`src/rtl/gmii_to_axis_rx_pkg.sv`:
```
// Shared definitions for the GMII receive to AXI-Stream converter: tag bit
// positions, SFD value, lane count, rx state encoding and keep helper.
package gmii_axis_pkg;

    localparam int TAG_SOP = 0;
    localparam int TAG_EOP = 1;
    localparam int TAG_ERR = 2;

    localparam logic [7:0] GMII_SFD = 8'hD5;
    localparam int PAYLOAD_LANES = 7;

    typedef enum logic [2:0] {
        IDLE        = 3'd0,
        PRE         = 3'd1,
        DATA        = 3'd2,
        DROP        = 3'd3,
        DROP_SILENT = 3'd4
    } rx_state_e;

    // Keep mask for a word holding k payload bytes: tag lane plus lanes 1..k.
    function automatic logic [7:0] lane_keep(input logic [2:0] k);
        return 8'hFF >> (3'd7 - k);
    endfunction

endpackage

```
`src/rtl/gmii_to_axis_rx_if.sv`:
```
// GMII receive inputs and AXI-Stream outputs of the converter, bundled.
// slave is the converter's view, master is the view of whoever drives GMII and consumes beats.
interface gmii_to_axis_rx_if;

    logic        gmii_rx_dv;
    logic        gmii_rx_er;
    logic [7:0]  gmii_rxd;

    // axis_tvalid is a one-cycle pulse per beat; there is no tready, the sink must always accept.
    logic        axis_tvalid;
    logic [63:0] axis_tdata;
    logic [7:0]  axis_tkeep;
    logic        axis_tlast;

    modport master (
        output gmii_rx_dv, gmii_rx_er, gmii_rxd,
        input  axis_tvalid, axis_tdata, axis_tkeep, axis_tlast
    );

    modport slave (
        input  gmii_rx_dv, gmii_rx_er, gmii_rxd,
        output axis_tvalid, axis_tdata, axis_tkeep, axis_tlast
    );

endinterface

```
`src/rtl/gmii_to_axis_rx_packer.sv`:
```
// Byte packer: fills lanes 1..7 of an assembly word, parks full words in a
// holding register and hands out either the pending or the partial word.
module gmii_rx_byte_packer
    import gmii_axis_pkg::*;
(
    input  logic        gmii_rx_clk,
    input  logic        rst_n,
    input  logic        wr_en_i,
    input  logic [7:0]  wr_byte_i,
    input  logic        flush_i,
    output logic        emit_o,
    output logic [55:0] emit_data_o,
    output logic [7:0]  emit_keep_o
);

    logic [2:0]  ptr_q,  ptr_d;
    logic [55:0] asm_q,  asm_d;
    logic [55:0] hold_q, hold_d;
    logic        pend_q, pend_d;

    always_ff @(posedge gmii_rx_clk or negedge rst_n) begin
        if (!rst_n) begin
            ptr_q  <= 3'd0;
            asm_q  <= 56'h0;
            hold_q <= 56'h0;
            pend_q <= 1'b0;
        end else begin
            ptr_q  <= ptr_d;
            asm_q  <= asm_d;
            hold_q <= hold_d;
            pend_q <= pend_d;
        end
    end

    // A pending word and a partial word never coexist: the byte that starts
    // a new partial word is the same byte that releases the pending one.
    always_comb begin
        ptr_d       = ptr_q;
        asm_d       = asm_q;
        hold_d      = hold_q;
        pend_d      = pend_q;
        emit_o      = 1'b0;
        emit_data_o = 56'h0;
        emit_keep_o = 8'h0;
        if (flush_i) begin
            if (ptr_q != 3'd0) begin
                emit_o      = 1'b1;
                emit_data_o = asm_q;
                emit_keep_o = lane_keep(ptr_q);
            end else if (pend_q) begin
                emit_o      = 1'b1;
                emit_data_o = hold_q;
                emit_keep_o = 8'hFF;
            end
            ptr_d  = 3'd0;
            asm_d  = 56'h0;
            hold_d = 56'h0;
            pend_d = 1'b0;
        end else if (wr_en_i) begin
            if (pend_q) begin
                emit_o      = 1'b1;
                emit_data_o = hold_q;
                emit_keep_o = 8'hFF;
                pend_d      = 1'b0;
            end
            if (ptr_q == 3'(PAYLOAD_LANES - 1)) begin
                hold_d = {wr_byte_i, asm_q[47:0]};
                pend_d = 1'b1;
                asm_d  = 56'h0;
                ptr_d  = 3'd0;
            end else begin
                asm_d[{ptr_q, 3'b000} +: 8] = wr_byte_i;
                ptr_d = ptr_q + 3'd1;
            end
        end
    end

endmodule

```
`src/rtl/gmii_to_axis_rx.sv`:
```
// GMII receive to 64-bit AXI-Stream converter: 7 payload bytes per beat plus a
// tag byte in lane 0. Define GMII_PREAMBLE_STRIP_EN to strip preamble and SFD.
module gmii_to_axis_rx
    import gmii_axis_pkg::*;
#(
    parameter int MAX_FRAME_LEN = 1522
) (
    input  logic               gmii_rx_clk,
    input  logic               rst_n,
    gmii_to_axis_rx_if.slave   bus,
    output rx_state_e          dbg_state_o
);

    localparam int CW = $clog2(MAX_FRAME_LEN + 2);

    rx_state_e   state_q, state_d;
    logic [CW-1:0] cnt_q, cnt_d;
    logic        err_q, err_d;
    logic        sop_q, sop_d;
    logic        boot_q;

    logic        tvalid_q, tvalid_d;
    logic [63:0] tdata_q,  tdata_d;
    logic [7:0]  tkeep_q,  tkeep_d;
    logic        tlast_q,  tlast_d;

    logic        pk_wr_en;
    logic        pk_flush;
    logic        pk_emit;
    logic [55:0] pk_data;
    logic [7:0]  pk_keep;
    logic        eop;
    logic [7:0]  tag;

    gmii_rx_byte_packer u_packer (
        .gmii_rx_clk (gmii_rx_clk),
        .rst_n       (rst_n),
        .wr_en_i     (pk_wr_en),
        .wr_byte_i   (bus.gmii_rxd),
        .flush_i     (pk_flush),
        .emit_o      (pk_emit),
        .emit_data_o (pk_data),
        .emit_keep_o (pk_keep)
    );

    always_ff @(posedge gmii_rx_clk or negedge rst_n) begin
        if (!rst_n) state_q <= IDLE;
        else        state_q <= state_d;
    end

    // boot_q is only high in the first cycle after reset, so a frame already
    // in flight when reset lifts is swallowed rather than emitted headless.
    always_ff @(posedge gmii_rx_clk or negedge rst_n) begin
        if (!rst_n) begin
            cnt_q    <= '0;
            err_q    <= 1'b0;
            sop_q    <= 1'b0;
            boot_q   <= 1'b1;
            tvalid_q <= 1'b0;
            tdata_q  <= 64'h0;
            tkeep_q  <= 8'h0;
            tlast_q  <= 1'b0;
        end else begin
            cnt_q    <= cnt_d;
            err_q    <= err_d;
            sop_q    <= sop_d;
            boot_q   <= 1'b0;
            tvalid_q <= tvalid_d;
            tdata_q  <= tdata_d;
            tkeep_q  <= tkeep_d;
            tlast_q  <= tlast_d;
        end
    end

    always_comb begin
        state_d  = state_q;
        cnt_d    = cnt_q;
        err_d    = err_q;
        sop_d    = sop_q;
        pk_wr_en = 1'b0;
        pk_flush = 1'b0;
        eop      = 1'b0;
        case (state_q)
            IDLE: begin
                if (bus.gmii_rx_dv) begin
                    if (boot_q) begin
                        state_d = DROP_SILENT;
                    end else begin
                        sop_d = 1'b1;
                        err_d = bus.gmii_rx_er;
`ifdef GMII_PREAMBLE_STRIP_EN
                        state_d = PRE;
`else
                        state_d  = DATA;
                        pk_wr_en = 1'b1;
                        cnt_d    = CW'(1);
`endif
                    end
                end
            end
`ifdef GMII_PREAMBLE_STRIP_EN
            PRE: begin
                if (!bus.gmii_rx_dv) begin
                    state_d = IDLE;
                end else begin
                    err_d = err_q | bus.gmii_rx_er;
                    if (bus.gmii_rxd == GMII_SFD) state_d = DATA;
                end
            end
`endif
            DATA: begin
                if (!bus.gmii_rx_dv) begin
                    pk_flush = 1'b1;
                    eop      = 1'b1;
                    state_d  = IDLE;
                end else if (cnt_q == CW'(MAX_FRAME_LEN)) begin
                    state_d = DROP;
                    err_d   = 1'b1;
                end else begin
                    err_d    = err_q | bus.gmii_rx_er;
                    pk_wr_en = 1'b1;
                    cnt_d    = cnt_q + CW'(1);
                end
            end
            DROP: begin
                if (!bus.gmii_rx_dv) begin
                    pk_flush = 1'b1;
                    eop      = 1'b1;
                    state_d  = IDLE;
                end
            end
            DROP_SILENT: begin
                if (!bus.gmii_rx_dv) state_d = IDLE;
            end
            default: state_d = IDLE;
        endcase
        if (state_d == IDLE) cnt_d = '0;

        tag          = 8'h0;
        tag[TAG_SOP] = sop_q;
        tag[TAG_EOP] = eop;
        tag[TAG_ERR] = eop & err_q;

        tvalid_d = 1'b0;
        tdata_d  = 64'h0;
        tkeep_d  = 8'h0;
        tlast_d  = 1'b0;
        if (pk_emit) begin
            tvalid_d = 1'b1;
            tdata_d  = {pk_data, tag};
            tkeep_d  = pk_keep;
            tlast_d  = eop;
            sop_d    = 1'b0;
        end
    end

    assign bus.axis_tvalid = tvalid_q;
    assign bus.axis_tdata  = tdata_q;
    assign bus.axis_tkeep  = tkeep_q;
    assign bus.axis_tlast  = tlast_q;
    assign dbg_state_o     = state_q;

endmodule

```
`src/flat_wrapper.sv`:
```
// flat-port wrapper written by rule: the top's interface ports become plain ports
module gmii_to_axis_rx_flat import gmii_axis_pkg::*;
#(
    parameter int MAX_FRAME_LEN = 1522
)
  (gmii_rx_clk, rst_n, dbg_state_o, bus_gmii_rx_dv, bus_gmii_rx_er, bus_gmii_rxd, bus_axis_tvalid, bus_axis_tdata, bus_axis_tkeep, bus_axis_tlast);
  gmii_to_axis_rx_if bus_i ();
  input  logic gmii_rx_clk;
  input  logic rst_n;
  output rx_state_e dbg_state_o;
  input wire logic [$bits(bus_i.gmii_rx_dv)-1:0] bus_gmii_rx_dv;
  input wire logic [$bits(bus_i.gmii_rx_er)-1:0] bus_gmii_rx_er;
  input wire logic [$bits(bus_i.gmii_rxd)-1:0] bus_gmii_rxd;
  output wire logic [$bits(bus_i.axis_tvalid)-1:0] bus_axis_tvalid;
  output wire logic [$bits(bus_i.axis_tdata)-1:0] bus_axis_tdata;
  output wire logic [$bits(bus_i.axis_tkeep)-1:0] bus_axis_tkeep;
  output wire logic [$bits(bus_i.axis_tlast)-1:0] bus_axis_tlast;
  assign bus_i.gmii_rx_dv = bus_gmii_rx_dv;
  assign bus_i.gmii_rx_er = bus_gmii_rx_er;
  assign bus_i.gmii_rxd = bus_gmii_rxd;
  assign bus_axis_tvalid = bus_i.axis_tvalid;
  assign bus_axis_tdata = bus_i.axis_tdata;
  assign bus_axis_tkeep = bus_i.axis_tkeep;
  assign bus_axis_tlast = bus_i.axis_tlast;
  gmii_to_axis_rx #(.MAX_FRAME_LEN(MAX_FRAME_LEN)) u_core (.gmii_rx_clk(gmii_rx_clk), .rst_n(rst_n), .bus(bus_i), .dbg_state_o(dbg_state_o));
endmodule
```
`config.mk`:
```
export PLATFORM = sky130hd
export DESIGN_NAME = gmii_to_axis_rx_flat
export DESIGN_NICKNAME = d
export VERILOG_FILES = /design/src/rtl/gmii_to_axis_rx_pkg.sv /design/src/rtl/gmii_to_axis_rx_if.sv /design/src/rtl/gmii_to_axis_rx_packer.sv /design/src/rtl/gmii_to_axis_rx.sv /design/src/flat_wrapper.sv
export SDC_FILE = /design/constraint.sdc
export NUM_CORES = 1
export LEC_CHECK = 0
export CAP_MARGIN = 20
export CORE_MARGIN = 2
export CORE_UTILIZATION = 60
export CTS_CLUSTER_DIAMETER = 120
export DETAILED_ROUTE_END_ITERATION = 10
export PLACE_DENSITY = 0.83
export SLEW_MARGIN = 10
export SYNTH_ARGS = -nofsm -noshare
export SYNTH_HDL_FRONTEND = slang
export SYNTH_SLANG_ARGS = --single-unit
```
`constraint.sdc`:
```
create_clock -name gmii_rx_clk -period 6.3 [get_ports gmii_rx_clk]
set_input_delay 0.945 -clock gmii_rx_clk [delete_from_list [all_inputs] [get_ports gmii_rx_clk]]
set_output_delay 0.945 -clock gmii_rx_clk [all_outputs]
set_load 0.02 [all_outputs]
```
==> flow_summary.json <==
{
  "pre_cts_ws_ns": 2.168,
  "crit_path_top_delay_cell": "nor2_4",
  "synthCells": 886,
  "synth-async-reset-ratio_pct": 100.0,
  "synthToLayoutAreaGrowth_pct": 17.54,
  "hold_ws_ns": 0.4401,
  "via_per_inst": 6.239,
  "overflow": 0,
  "maxSlewViolCount": 0,
  "antenna_left": 0,
  "h-tree-depth": 1,
  "wl_per_cell_um": 19.75,
  "syn_area_um2": 9045,
  "routed_wl_um": 22360,
  "p_leak_nw": 4.368,
  "grt_usage_pct": 27.87,
  "fin_setup_tns_ns": 0,
  "critPathBufInv": 2,
  "final_common_cell": "dfrtp_1",
  "critPathKind": "input pin to flop",
  "die_w_um": 126.8,
  "syn_area_per_cell_um2": 10.21,
  "startpoint_type": "input pin",
  "setup-violations-final": 0,
  "max_stage_delay_ns": 0.89,
  "ctsResizeCount": 0,
  "synth-seq-area-share_pct": 55.62,
  "power.density_nw_per_um2": 328.8,
  "cap_violations": 0,
  "finalHoldViolCount": 0,
  "status": "completed",
  "rsz0062_at_grt": "no",
  "worstMarginPinSlew_ns": 1.023,
  "cts_tree": "done",
  "initial_utilization_pct": 61.77,
  "core_area_um2": 14640,
  "placementRows": 44,
  "synthFlopType": "dfrtp_1",
  "clockRootBuffer": "clkbuf_16",
  "io_pins": 89,
  "die_height_um": 126.8,
  "grt_pass1_wl_um": 35910,
  "peakVddDrop_uv": 236.8,
  "ys_ff_latch": 201,
  "cp-end-kind": "flop",
  "place_congestion": 0.8369,
  "cpLargestDelayFamily": "simple AND/OR/NAND/NOR gates",
  "cts_buffer_depth": 3,
  "drt_iter0_drc": 904,
  "dr_total_vias": 7063,
  "r2r.worst_path.cells": 7,
  "grt_max_degree": 94,
  "dp_hpwl_um": 12900,
  "crit_fanout": 25,
  "maxSlewHeadroom_pct": 31.63,
  "cts.sink_count": 201,
  "nets": 958,
  "drive_gt1_share_pct": 7.384,
  "crit_cells": 6,
  "synth_edf_count": 0,
  "placement.io_buffers": 83,
  "grt_pass1_vias": 7004,
  "worst_slack_ns": 2.625,
  "antenna_cells": 0,
  "synth_warnings": 0,
  "most-common-layout-cells": "dfrtp_1 (199), nand2_1 (150), clkdlybuf4s50_1 (82)",
  "clk_pin_slew_ns": 0.06,
  "drtPass1Iterations": 5,
  "cts_buffers": 22,
  "clock_latency_ns": 0.50,
  "antenna_found_initial": 0,
  "critPathArrivalTime_ns": 4.09,
  "post-route-period-util_pct": 58.33,
  "holdBufCountCts": 0,
  "final.min_clock_period_ns": 3.675,
  "fmax_mhz": 272.1,
  "crit_chain": "clkdlybuf4s50_1 -> nor3b_4 -> nand3_1 -> nor2_4 -> buf_4 -> mux2i_1",
  "ys_types": 59,
  "cts_setup_buffers": 0,
  "min_path_type": "input pin to asynchronous set/reset pin",
  "required_ns": 6.71,
  "die_area_um2": 16070,
  "skew_ns": 0.009093,
  "route.detailed.drc": 0
}
[kinds of logic after synthesis]
family	after synthesis	synth area share [%]
and+or+nand+nor	285	15.58
DFF	201	55.62
AOI/OAI and AO/OA	184	13.34
buffers and inverters	141	6.958
muxes	64	7.083
adders and majority gates	10	1.383
other	1	0.04146
[cell type report]
class	instances	area [um^2]
Inverter	67	251.5
Tap cell	184	230.2
Timing Repair Buffer	95	924.6
Sequential cell	201	5032
Multi-Input combinational cell	549	3438
Clock inverter	6	82.58
Fill cell	1033	4013
Clock buffer	30	671.9
[flip-flops by register name, summed over array words and instances, names as in the netlist]
name,flops
u_core.boot_q,1
u_core.bus.axis_tdata,59
u_core.bus.axis_tkeep,8
u_core.bus.axis_tvalid,1
u_core.cnt_q,11
u_core.dbg_state_o,3
u_core.err_q,1
u_core.sop_q,1
u_core.u_packer.asm_q,56
u_core.u_packer.hold_q,56
u_core.u_packer.pend_q,1
u_core.u_packer.ptr_q,3
[Yosys cell counts, types with 3 or more instances]
cell,n,area share (%)
buf_6,5,0.62
nand4_1,18,1.2
clkbuf_1,35,1.5
nor2_1,11,0.46
buf_2,17,0.94
and3_1,3,0.21
o211ai_1,15,1.2
ha_1,10,1.4
a21oi_1,77,4.3
buf_4,11,0.91
o31ai_1,16,1.3
o21ai_0,8,0.44
nor4bb_1,3,0.33
or4_1,3,0.25
nand3_1,62,3.4
and2_1,6,0.42
o22ai_1,15,1.0
nand2_1,150,6.2
o32ai_1,17,1.6
a31oi_1,8,0.55
inv_1,67,2.8
dfrtp_1,200,55
mux2i_1,64,7.1
a32o_1,9,1.0
o21a_1,3,0.25
buf_1,6,0.25
[power breakdown]
group / leakage (nW) / switching (mW) / internal [mW]
Clock: 0.374 / 0.504 / 0.820
Sequential: 2.78 / 0.121 / 1.44
Combinational: 1.21 / 0.387 / 0.223
[final timing paths]
path | end | slack (ns) | startpoint
worst max-delay path | u_core.u_packer.hold_q[27] | 2.63 | bus_gmii_rx_dv
worst min-delay path | u_core.bus.axis_tdata[42] | 0.44 | rst_n
worst max register to register | u_core.u_packer.hold_q[27] | 3.03 | u_core.u_packer.ptr_q[0]
worst min register to register | u_core.bus.axis_tdata[0] | 0.51 | u_core.sop_q
max in group asynchronous | u_core.u_packer.pend_q | 4.55 | rst_n
min in group gmii_rx_clk | u_core.bus.axis_tdata[0] | 0.51 | u_core.sop_q
[metal layers]
layer / global-route usage (%) / up-vias / part of all wire [%] / wire length (um)
met3: 4.175 / 52 / 7.5 / 1676
met4: 9.244 / 0 / 2.2 / 486
li1: - / 3168 / - / -
met1: 37.13 / 3511 / 41 / 9083
met2: 47.54 / 332 / 50 / 11120
met5: 0 / - / 0 / 0
[through the flow]
step / cell area, um^2 / power [mW] / std cells / util [%]
6_report: 10630 / 3.496 / 1132 / 72.60
5_1_grt: 10630 / 3.632 / 1132 / 72.60
4_1_cts: 10630 / 3.496 / 1132 / 72.60
3_5_place_dp: 9877 / 2.167 / 1096 / 67.45
3_3_place_gp: 9877 / 2.146 / 1096 / 67.45
2_1_floorplan: 9064 / 1.974 / 891 / -
No activity file was read; power rests on OpenSTA's default activity.
